[config.mk]
export PLATFORM = sky130hd
export DESIGN_NAME = ultrasonic_ranger_mc
export DESIGN_NICKNAME = d
export VERILOG_FILES = /design/src/rtl/ultrasonic_ranger_mc.sv
export SDC_FILE = /design/constraint.sdc
export NUM_CORES = 1
export LEC_CHECK = 0
export ABC_AREA = 1
export CORE_UTILIZATION = 33
export DETAILED_ROUTE_END_ITERATION = 12
export PLACE_DENSITY = 0.54
export SYNTH_ARGS = -nofsm -noshare
export SYNTH_HDL_FRONTEND = slang
export SYNTH_SLANG_ARGS = --single-unit
[constraint.sdc]
create_clock -name clk_50M -period 2.3 [get_ports clk_50M]
set_clock_uncertainty 0.15 [all_clocks]
set_input_delay 0.23 -clock clk_50M [delete_from_list [all_inputs] [get_ports clk_50M]]
set_output_delay 0.23 -clock clk_50M [all_outputs]
set_load 0.05 [all_outputs]
[src/rtl/ultrasonic_ranger_mc.sv]
// ultrasonic_ranger_mc: round-robin multi-channel HC-SR04 ranging engine.
// Fires one sensor at a time, measures its echo width in clock cycles, reports
// each result on a one-cycle strobe and keeps per-channel near flags with hysteresis.
module ultrasonic_ranger_mc #(
    parameter int unsigned N_CH        = 2,
    parameter int unsigned W           = 26,
    parameter int unsigned GAP_CYC     = 7500000,
    parameter int unsigned TRIG_CYC    = 500,
    parameter int unsigned TIMEOUT_CYC = 1500000,
    parameter int unsigned THRESH      = 20000,
    parameter int unsigned HYST        = 2000,
    parameter int unsigned CW          = (N_CH > 1) ? $clog2(N_CH) : 1
) (
    input  logic            clk_50M,
    input  logic            rst_n,
    input  logic            enable,
    input  logic [N_CH-1:0] echo,
    output logic [N_CH-1:0] trigger,
    output logic            width_valid,
    output logic [CW-1:0]   width_ch,
    output logic [W-1:0]    width_data,
    output logic            timeout,
    output logic [N_CH-1:0] near
);

    localparam logic [W-1:0]  GAP_LAST  = W'(GAP_CYC - 1);
    localparam logic [W-1:0]  TRIG_LAST = W'(TRIG_CYC - 1);
    localparam logic [W-1:0]  TO_LAST   = W'(TIMEOUT_CYC - 1);
    localparam logic [W-1:0]  TO_VAL    = W'(TIMEOUT_CYC);
    localparam logic [W-1:0]  NEAR_SET  = W'(THRESH);
    localparam logic [W-1:0]  NEAR_REL  = W'(THRESH + HYST);
    localparam logic [CW-1:0] CH_LAST   = CW'(N_CH - 1);

    typedef enum logic [2:0] {
        IDLE,
        TRIG,
        WAIT_RISE,
        COUNT,
        REPORT
    } state_t;

    state_t          state, state_n;
    logic [W-1:0]    cnt, cnt_n;
    logic [CW-1:0]   ch, ch_n;
    logic [N_CH-1:0] echo_m, e_s, e_d;
    logic [N_CH-1:0] ch_sel;
    logic [N_CH-1:0] trigger_n;
    logic            valid_n;
    logic [CW-1:0]   width_ch_n;
    logic [W-1:0]    width_data_n;
    logic            timeout_n;
    logic [N_CH-1:0] near_n;

    // Two-flop synchroniser per echo line plus one delayed copy for edge detection.
    always_ff @(posedge clk_50M or negedge rst_n) begin
        if (!rst_n) begin
            echo_m <= '0;
            e_s    <= '0;
            e_d    <= '0;
        end else begin
            echo_m <= echo;
            e_s    <= echo_m;
            e_d    <= e_s;
        end
    end

    // Next-state, counter and registered-output decode; only channel ch is ever looked at.
    always_comb begin
        state_n      = state;
        cnt_n        = cnt;
        ch_n         = ch;
        ch_sel       = N_CH'(1) << ch;
        trigger_n    = '0;
        valid_n      = 1'b0;
        width_ch_n   = width_ch;
        width_data_n = width_data;
        timeout_n    = timeout;
        near_n       = near;
        case (state)
            IDLE: begin
                if (!enable) begin
                    cnt_n = '0;
                end else if (cnt == GAP_LAST) begin
                    cnt_n     = '0;
                    state_n   = TRIG;
                    trigger_n = ch_sel;
                end else begin
                    cnt_n = cnt + W'(1);
                end
            end
            TRIG: begin
                if (cnt == TRIG_LAST) begin
                    cnt_n   = '0;
                    state_n = WAIT_RISE;
                end else begin
                    cnt_n     = cnt + W'(1);
                    trigger_n = ch_sel;
                end
            end
            WAIT_RISE: begin
                if (e_s[ch] && !e_d[ch]) begin
                    cnt_n   = W'(1);
                    state_n = COUNT;
                end else if (cnt >= TO_LAST) begin
                    state_n      = REPORT;
                    valid_n      = 1'b1;
                    width_ch_n   = ch;
                    width_data_n = TO_VAL;
                    timeout_n    = 1'b1;
                    near_n[ch]   = 1'b0;
                end else begin
                    cnt_n = cnt + W'(1);
                end
            end
            COUNT: begin
                if (!e_s[ch]) begin
                    state_n      = REPORT;
                    valid_n      = 1'b1;
                    width_ch_n   = ch;
                    width_data_n = cnt;
                    timeout_n    = 1'b0;
                    if (cnt <= NEAR_SET) begin
                        near_n[ch] = 1'b1;
                    end else if (cnt > NEAR_REL) begin
                        near_n[ch] = 1'b0;
                    end
                end else if (cnt >= TO_LAST) begin
                    state_n      = REPORT;
                    valid_n      = 1'b1;
                    width_ch_n   = ch;
                    width_data_n = TO_VAL;
                    timeout_n    = 1'b1;
                    near_n[ch]   = 1'b0;
                end else begin
                    cnt_n = cnt + W'(1);
                end
            end
            REPORT: begin
                cnt_n   = '0;
                state_n = IDLE;
                ch_n    = (ch == CH_LAST) ? '0 : ch + CW'(1);
            end
            default: begin
                cnt_n   = '0;
                state_n = IDLE;
            end
        endcase
    end

    // State, counter and output registers; reset drops trigger asynchronously.
    always_ff @(posedge clk_50M or negedge rst_n) begin
        if (!rst_n) begin
            state       <= IDLE;
            cnt         <= '0;
            ch          <= '0;
            trigger     <= '0;
            width_valid <= 1'b0;
            width_ch    <= '0;
            width_data  <= '0;
            timeout     <= 1'b0;
            near        <= '0;
        end else begin
            state       <= state_n;
            cnt         <= cnt_n;
            ch          <= ch_n;
            trigger     <= trigger_n;
            width_valid <= valid_n;
            width_ch    <= width_ch_n;
            width_data  <= width_data_n;
            timeout     <= timeout_n;
            near        <= near_n;
        end
    end

endmodule

# After elaboration in Yosys (flattened, before gate mapping)
# Cells that the tools add are included.
# op_classes
addsub	2
order_cmp	5
eq_ne	12
shift	1
muxes	47
bitwise	3
n_reduce_logical	8
# ops
cell	n
$mux 26	9
$pmux 26 s4	1
$pmux 26 s2	1
$add 26x1->26 const B	1
$eq 26x23->1 const B	1
$eq 26x9->1 const B	1
$ge 26x21->1 const B	1
$gt 26x15->1 const B	1
$le 26x15->1 const B	1
$mux 3	6
$mux 2	8
$mux 1	15
$pmux 3 s4	1
$ne 2x2->1 const B	5
$pmux 2 s2	2
$eq 3x2->1 const B	2
$pmux 1 s2	3
$reduce_and 3->1	2
$ne 4x4->1 const B	1
$eq 3x1->1 const B	1
$eq 3x3->1 const B	1
$logic_not 3->1	1
$and 2x2->2	1
$logic_and 1x1->1	2
other kinds (10)	10
# totals
register_bits	69
input_bits	5
output_inout_bits	33
elab_cells	90

# Longest topological paths before layout
# Gate-level depths: netlist of run 1.
# logic_depth
ltp_word	10
mapped_depth	15
depth_no_buf	14

# Least setup slack after synthesis of run 1
# No wires, ideal clock.
# synth_path
path_kind	register to register
startpoint	reg cnt[0]
endpoint	reg cnt[8]
setup_time_ns	0.120
arrival_time_ns	1.719
required_ns	2.030
setup_slack_ns	0.310
path_stages_with_launch	15
path_buffers	2
period_less_slack_ns	1.990
cell_sequence	dfrtp_1 -> ha_1 -> buf_2 -> inv_2 -> nor2_4 -> nand3_1 -> nor2_1 -> nand2_1 -> nand2_1 -> nand2_2 -> inv_2 -> buf_6 -> nor2_1 -> o21ai_1 -> nand2_1
# synth_via
elab_chain_cells	4
word_cells_on_any_way	11
classes_between	1 x add/sub; 1 x order compare; 2 x eq/ne; 7 x mux
# synth_lines
item	line_no	text
start, declared	43	logic [W-1:0] cnt, cnt_n;
start signal, assigned	164	cnt <= cnt_n;
$add 26x1->26 (tied with other cells)	--	
$mux 26, on equally long branches	104, 127, 83	
$mux 26, on equally long branches	116, 101, 81	
$pmux 26 s4 *	79	case (state)
# Every way passes the cells marked *; elsewhere a longest branch is shown, timed or not. The select of a mux whose other input is x is not followed.
# A chain may end at the register's enable or synchronous reset.

# Worst setup path after layout of run 1
# layout_path
startpoint	reg cnt[7]
endpoint	reg cnt[19]
# Same word-level chain as after synthesis.

==> results of run 1 <==
-- worst max-delay path by stage --
stage	cells after the start	to	slack, ns
after floorplan	14	cnt[8]$_DFFE_PN0P_	0.31
after global placement	11	cnt[1]$_DFFE_PN0P_	0.02
after detailed placement	10	cnt[3]$_DFFE_PN0P_	0.01
after CTS	11	cnt[7]$_DFFE_PN0P_	0.003
after global routing	13	cnt[8]$_DFFE_PN0P_	0.006
final	11	cnt[19]$_DFFE_PN0P_	0.16
-- logic make-up (layout without fill, tap and decap cells) --
| logic type | after synthesis | after routing | share of synthesized area |
|---|---|---|---|
| flops | 69 | 69 | 0.3876 |
| compound gates | 54 | 54 | 0.06938 |
| simple gates | 426 | 426 | 0.4045 |
| buf+inv | 103 | 171 | 0.09943 |
| xor+xnor | 17 | 17 | 0.03343 |
| fa+ha+maj | 2 | 2 | 0.005617 |
-- state kept, by name, summed over array words and instances (netlist names), named ones only --
| signal | flops |
|---|---|
| cnt | 26 |
| width_data | 26 |
| state | 3 |
| e_d | 2 |
| e_s | 2 |
| echo_m | 2 |
| trigger | 2 |
| ch | 1 |
| timeout | 1 |
| width_ch | 1 |
| width_valid | 1 |
-- metal layers --
metal,track usage,routed length [um],up-vias
li1,-,-,2237
met3,0.05405,787,19
met5,0,0,-
met4,0.07772,284,0
met2,0.3603,6812,130
met1,0.3174,7239,2124
-- power groups by stage --
stage / registers (mW) / logic (mW) / clock network, mW
6_report: 1.22 / 0.0412 / 1.27
3_3_place_gp: 1.24 / 0.0411 / 0
5_1_grt: 1.22 / 0.0485 / 1.38
4_1_cts: 1.22 / 0.0438 / 1.31
2_1_floorplan: 1.24 / 0.00466 / 0
3_5_place_dp: 1.24 / 0.0427 / 0
-- metrics by stage --
| step | setup WS [ns] | hold slack (ns) |
|---|---|---|
| final | 0.1606 | 0.1736 |
| after global routing | 0.006269 | 0.1725 |
| after CTS | 0.002994 | 0.1669 |
| after detailed placement | 0.01416 | 0.1459 |
| after global placement | 0.02045 | 0.1377 |
| after floorplan | 0.3104 | -0.2156 |
-- cell usage in the layout (no fill, tap or decap), types with 17 or more instances in the layout --
| cell type | instances |
|---|---|
| inv_1 | 66 |
| xor2_1 | 17 |
| dfrtp_1 | 65 |
| nand2_1 | 228 |
| nor2_1 | 89 |
| o21ai_0 | 23 |
| buf_4 | 38 |
| nand3_1 | 64 |
| clkdlybuf4s50_1 | 36 |
-- layout make-up --
type / instances / area (sq um)
multi-input combinational: 499 / 2305
timing repair buffer: 78 / 700.7
fill: 1395 / 7664
clock buffer: 11 / 242.7
inverter: 78 / 301.5
tap: 176 / 220.2
sequential: 69 / 1732
clock inverter: 4 / 25.02
-- what timing repair did --
| item | in CTS | in global routing |
|---|---|---|
| hold buffers | 1 | 0 |
| resized for setup | 0 | 11 |
| endpoints found under the hold margin | 69 | 0 |
| pin swaps | 1 | 0 |
| setup buffers | 1 | 0 |
| gates cloned | 0 | 0 |
| endpoints found under the setup margin | 1 | 15 |
==> impl_results.md, run 1 <==
* Outcome: completed
* Fraction of layout cells with a size suffix above 1 at 0.1286
* Initial core utilization at 0.3377
* # rows at 42
* Via count at 4510
* Crit path time final at 2.139 ns
* Worst path cell trace: buf_4 > nand2_1 > nor2_1 > nand3_1 > nor2_2 > nand2_1 > nand2_1 > nand2_1 > nand2_1 > nand3_1 > nand2_1
* EDFF count, synth at 0
* First-pass GRT wire length at 24500 um
* CP delay by family, top: simple AND/OR/NAND/NOR gates
* Pleak at 2.872 nW
* Clock share of power at 0.502
* Initial antenna violation count at 0
* Peak VDD IR at 0.3676 mV
* WP buf/inv at 1
* Hold EP: echo_m[1]$_DFF_PN0_
* Pin count of the biggest net entering global routing at 70
* Setup-failing EPs final at 0
* Antenna cells at 0
* Maxcap violations at 0
* Top FF cell, synth: dfrtp_1
* Via-to-Cell Ratio at 4.929
* Yosys top cell by area: dfrtp_1
* Core box area at 13190 sq um
* Drt drc at 0
* Total power at approximately 2.5 mW
* RSZ-0062 raised after global routing: no
* Slew Viols, Final at 0
* Yosys Warn Count at 0
* P_sw at 0.5569 mW
* Area contributors post-synth: dfrtp_1 (39%), nand2_1 (19%), nor2_1 (7.6%)
* Global Route Usage Sum at 0.2324
* Post-route design area at 5527 sq um
* Area post-placement at between 5000 and 6000 sq um
* Post-synth top area share at 0.3876
* Clock Tree Root: clkbuf_16
* Post-DRT Antenna Nets at 0
* Data required, critical path at ~2.4 ns
* Die Y at 118.2 um
* Buffers on Ports at 37
* Post-Synthesis Cell Area at 4454 sq um
* Htree depth at 3
* Synthesized instance count at 671
* Routed wire length at 15120 um
* FF-to-FF setup slack at 0.16 ns
* Die ar. at 13970 sq um
* Reg2reg start: cnt[7]$_DFFE_PN0P_
* GP Congestion at 0.9174
* Worst reg-to-reg path cell count at 11
* Final Core Density at 0.4190
* # nets final at 742
* CP max stage cell: dfrtp_1
* CTS buffer count at 9
* Asr flop ratio synth at 1.000
* Avg Cell Area, Syn at between 6 and 7 sq um
* CP most frequent cell: nand2_1
* CTS clock-pin slew for the worst setup and hold paths at 0.05 ns
* Post-route insts no fill at 915
* Worst stage delay on the critical path at 0.51 ns
* Hold depth at 1
* Net switching share of the total power at 0.2195
* Io pins at 38
* Sink Count at 69
* F_max at 0.4674 GHz
* Post-DP HPWL at 11380 um
* Worst min path class: in2reg
* Yosys cell types at 35
* Critical path origin: cnt[7]$_DFFE_PN0P_
* First drt pass iteration count at 5
* CTS tree: built
* FF+latch count, synth at 69
* Critical Path Source Type: flip-flop
* Worst-Skew Late Latency at 0.35 ns
* Vias in the first global route at 4471
* Crit end category: flip-flop
* R2r endpoint: cnt[19]$_DFFE_PN0P_
* Synthesized Nets at 678
* Sequential fraction of the synthesis area at 0.3876
* Sequential Power Share at 0.481
* CP max FO at 7
* Placed cell count at 898
* Slew @ Worst Pin at slightly above 0.5 ns
* Die Width at 118.2 um
* Layout area overhead at 24.07%
* Most frequent cell after synthesis: nand2_1
* Synth top cells by count: nand2_1 (228), nor2_1 (90), dfrtp_1 (69)
* Worst-case clock buffer depth at 2
* Internal Dissipation at 1.980 mW
* Iter 0 DRT Violations at 332
* Final period util at 0.9302
* Setup TNS at 0 ns
* Logic gate share of total power at 0.016
* Slew headroom at 0.6527
* Final Hold Fails at 0
* WS Path Type: reg2reg
* Worst path arrival time at around 2.3 ns
* Min-delay src: echo[1]
* Total global routing overflow at 0
* Power Dens Cells at 459.0 nW/um^2
* Avg WL per Cell at between 15 and 20 um
Power figures use the tool's default switching activity.
==> run 2: changes to the inputs <==
Settings changed: ABC_AREA 1 to 0, PLACE_DENSITY 0.54 to 0.55.
==> impl_results.md, run 2 <==
* Area contributors post-synth: dfrtp_1 (48%), nand2_1 (6.8%), o21ai_0 (5.1%)
* Post-DRT Antenna Nets at 0 (unchanged)
* Synth top cells by count: dfrtp_1 (69), nand2_1 (66), o21ai_0 (37)
* Initial core utilization at 0.3449 (+0.007225)
* Routed wire length at 11800 um (-22%)
* Most frequent cell after synthesis: dfrtp_1
* Die Y at 106.8 um (-9.6%)
* GP Congestion at 0.9303 (+1.4%)
* Setup-failing EPs final at 31 (+31)
* Synthesized instance count at 414 (-38%)
* Layout area overhead at 50.43%
* Pin count of the biggest net entering global routing at 70 (unchanged)
* Outcome: finished, violations left
* Clock share of power at 0.457 (-0.045)
* FF+latch count, synth at 69 (unchanged)
* CTS buffer count at 9 (unchanged)
* P_sw at 0.5025 mW (-9.8%)
* Clock Tree Root: clkbuf_8
* CP delay by family, top: simple AND/OR/NAND/NOR gates
* Post-synth top area share at 0.4764 (+0.08871)
* Placed cell count at 664 (-26%)
* Worst path arrival time at 2.77 ns (+0.50 ns)
* WP buf/inv at 2 (+1)
* CTS clock-pin slew for the worst setup and hold paths at 0.07 ns (+0.02 ns)
* F_max at 0.3729 GHz (-20%)
* Setup TNS at -7.957 ns (-7.957 ns)
* Core box area at 10510 sq um (-20%)
* WS Path Type: reg2reg
* Die Width at 106.8 um (-9.6%)
* Crit end category: flip-flop
* Post-Synthesis Cell Area at 3625 sq um (-19%)
* First-pass GRT wire length at 18700 um (-24%)
* # rows at 37 (-12%)
* Commonest non-fill, non-tap cell in the layout: buf_4
* Die ar. at 11410 sq um (-18%)
* Data required, critical path at 2.39 ns (-0.04 ns)
* Maxcap violations at 0 (unchanged)
* CP max FO at 3 (-4)
* Post-route design area at 5453 sq um (-1.3%)
* Yosys Warn Count at 0 (unchanged)
* Internal Dissipation at 1.819 mW (-8.1%)
* Synthesized Nets at 421 (-38%)
* Fraction of layout cells with a size suffix above 1 at 0.3309 (+0.2024)
* Initial antenna violation count at 0 (unchanged)
* Worst hold margin at 0.1727 ns (-0.0008970 ns)
* Slew @ Worst Pin at 0.5209 ns (+0.001657 ns)
* Post-DP HPWL at 8404 um (-26%)
* Pleak at 2.379 nW (-17%)
* Via-to-Cell Ratio at 5.399 (+9.5%)
* Logic gate share of total power at 0.017 (about the same)
* Most frequent cells in the layout: buf_4 (103), dfrtp_1 (69), nand2_1 (65)
* Power Dens Cells at 425.8 nW/um^2 (-7.2%)
* Via count at 3720 (-18%)
* Worst path cell trace: or4_4 > or4_4 > buf_4 > o2111ai_4 > buf_6 > nand3_1 > a41o_1 > and3_1
* Sequential Power Share at 0.525 (+0.044)
* Worst-Skew Late Latency at 0.35 ns (about the same)
* Area post-placement at 4907 sq um (-5.8%)
* Avg Cell Area, Syn at 8.755 sq um (+32%)
* Top FF cell, synth: dfrtp_1
* Total global routing overflow at 0 (unchanged)
* Net switching share of the total power at 0.2165 (-0.003091)
* Sequential fraction of the synthesis area at 0.4764 (+0.08871)
* Yosys top cell by area: dfrtp_1
* Crit path time final at 2.682 ns (+0.5426 ns)
* Slew Viols, Final at 0 (unchanged)
* Global Route Usage Sum at 0.2144 (-0.01796)
* # nets final at 555 (-25%)
* Io pins at 38 (unchanged)
* Final worst slack at -0.3820 ns (-0.5426 ns)
* Worst stage delay on the critical path at 0.53 ns (+0.02 ns)
* Antenna cells at 0 (unchanged)
* CP most frequent cell: or4_4
* Peak VDD IR at 0.2612 mV (-29%)
* CP max stage cell: or4_4
* Final Hold Fails at 0 (unchanged)
* Drt drc at 0 (unchanged)
* EDFF count, synth at 0 (unchanged)
* Asr flop ratio synth at 1.000 (unchanged)
* CTS tree: built
* First drt pass iteration count at 4 (-1)
* Buffers on Ports at 37 (unchanged)
* Largest regs: cnt (26), width_data (26), state (3)
* Slew headroom at 0.6520 (-0.0007350)
* Critical Path Source Type: flip-flop
* Final period util at 1.166 (+0.2359)
* Worst-case clock buffer depth at 2 (unchanged)
* Worst min path class: in2reg
* Yosys cell types at 58 (+66%)
* RSZ-0062 raised after global routing: yes
* Htree depth at 3 (unchanged)
* Failing checks: negative setup slack
* Sink Count at 69 (unchanged)
* Avg WL per Cell at 17.12 um (+3.6%)
* Vias in the first global route at 3611 (-19%)
* Iter 0 DRT Violations at 185 (-44%)
* Post-route insts no fill at 689 (-25%)
* FF-to-FF setup slack at -0.38 ns (-0.54 ns)
[run 2: worst register-to-register path, cell delays in order (launching register included)]
cell and delay (ns):
dfrtp_1 0.39, or4_4 0.53, or4_4 0.43, buf_4 0.16
o2111ai_4 0.27, buf_6 0.15, nand3_1 0.10, a41o_1 0.24
and3_1 0.16
[run 2: logic make-up (layout without fill, tap and decap cells)]
logic type,Yosys count,after routing,share of synthesized area
and+or+nand+nor,180,180,0.2530
xor gates and xnor gates,1,1,0.002417
buffers and inverters,47,186,0.05385
AOI/OAI and AO/OA,111,111,0.1961
muxes,4,4,0.01139
adders and majority gates,2,2,0.006903
DFF,69,69,0.4764
[run 2: cell type report]
type | count | area, sq um
Clock buffer | 13 | 168.9
Clock inverter | 3 | 42.54
Fill cell | 976 | 5056
Inverter | 16 | 60.06
Multi-Input combinational cell | 298 | 1963
Sequential cell | 69 | 1727
Tap cell | 136 | 170.2
Timing Repair Buffer | 154 | 1321
[run 2: power groups by stage]
stage	clock network [mW]	logic, mW	registers [mW]
floorplan	0	0.00241	1.24
global placement	0	0.0404	1.24
detailed placement	0	0.0418	1.24
CTS	1.09	0.0429	1.22
global route	1.14	0.0471	1.22
finish	1.06	0.0406	1.22
[run 2: path summary, 6_finish.rpt]
path                                           from                   to  cells after the start
max in group asynchronous                     rst_n   cnt[3]$_DFFE_PN0P_                      3
min in group asynchronous                     rst_n  cnt[15]$_DFFE_PN0P_                      3
worst max register to register  cnt[23]$_DFFE_PN0P_  cnt[22]$_DFFE_PN0P_                      8
worst max-delay path            cnt[23]$_DFFE_PN0P_  cnt[22]$_DFFE_PN0P_                      8
worst min register to register  echo_m[1]$_DFF_PN0_     e_s[1]$_DFF_PN0_                      0
worst min-delay path                        echo[0]  echo_m[0]$_DFF_PN0_                      1
[run 2: layer usage]
layer,wire [um],global-route usage,vias to the layer above
li1,-,-,1769
met1,5252,0.2891,1804
met2,5586,0.3364,116
met3,636,0.03587,31
met4,322,0.09785,0
met5,0,0,-
[run 2: metrics by stage]
step / setup WS (ns) / util / power [mW]
2_1_floorplan: -0.3709 / - / 1.246
3_3_place_gp: -0.4132 / 0.4670 / 1.284
3_5_place_dp: -0.4218 / 0.4670 / 1.285
4_1_cts: -0.3484 / 0.5039 / 2.351
5_1_grt: -0.4399 / 0.5189 / 2.406
6_report: -0.3820 / 0.5189 / 2.322
[run 2: timing repair]
| action | in CTS | in global routing |
|---|---|---|
| buffers inserted | 6 | 3 |
| hold buffers | 1 | 0 |
| endpoints found under the setup margin | 46 | 62 |
| pin swaps | 12 | 21 |
| endpoints found under the hold margin | 69 | 0 |
| gates resized for setup | 32 | 32 |
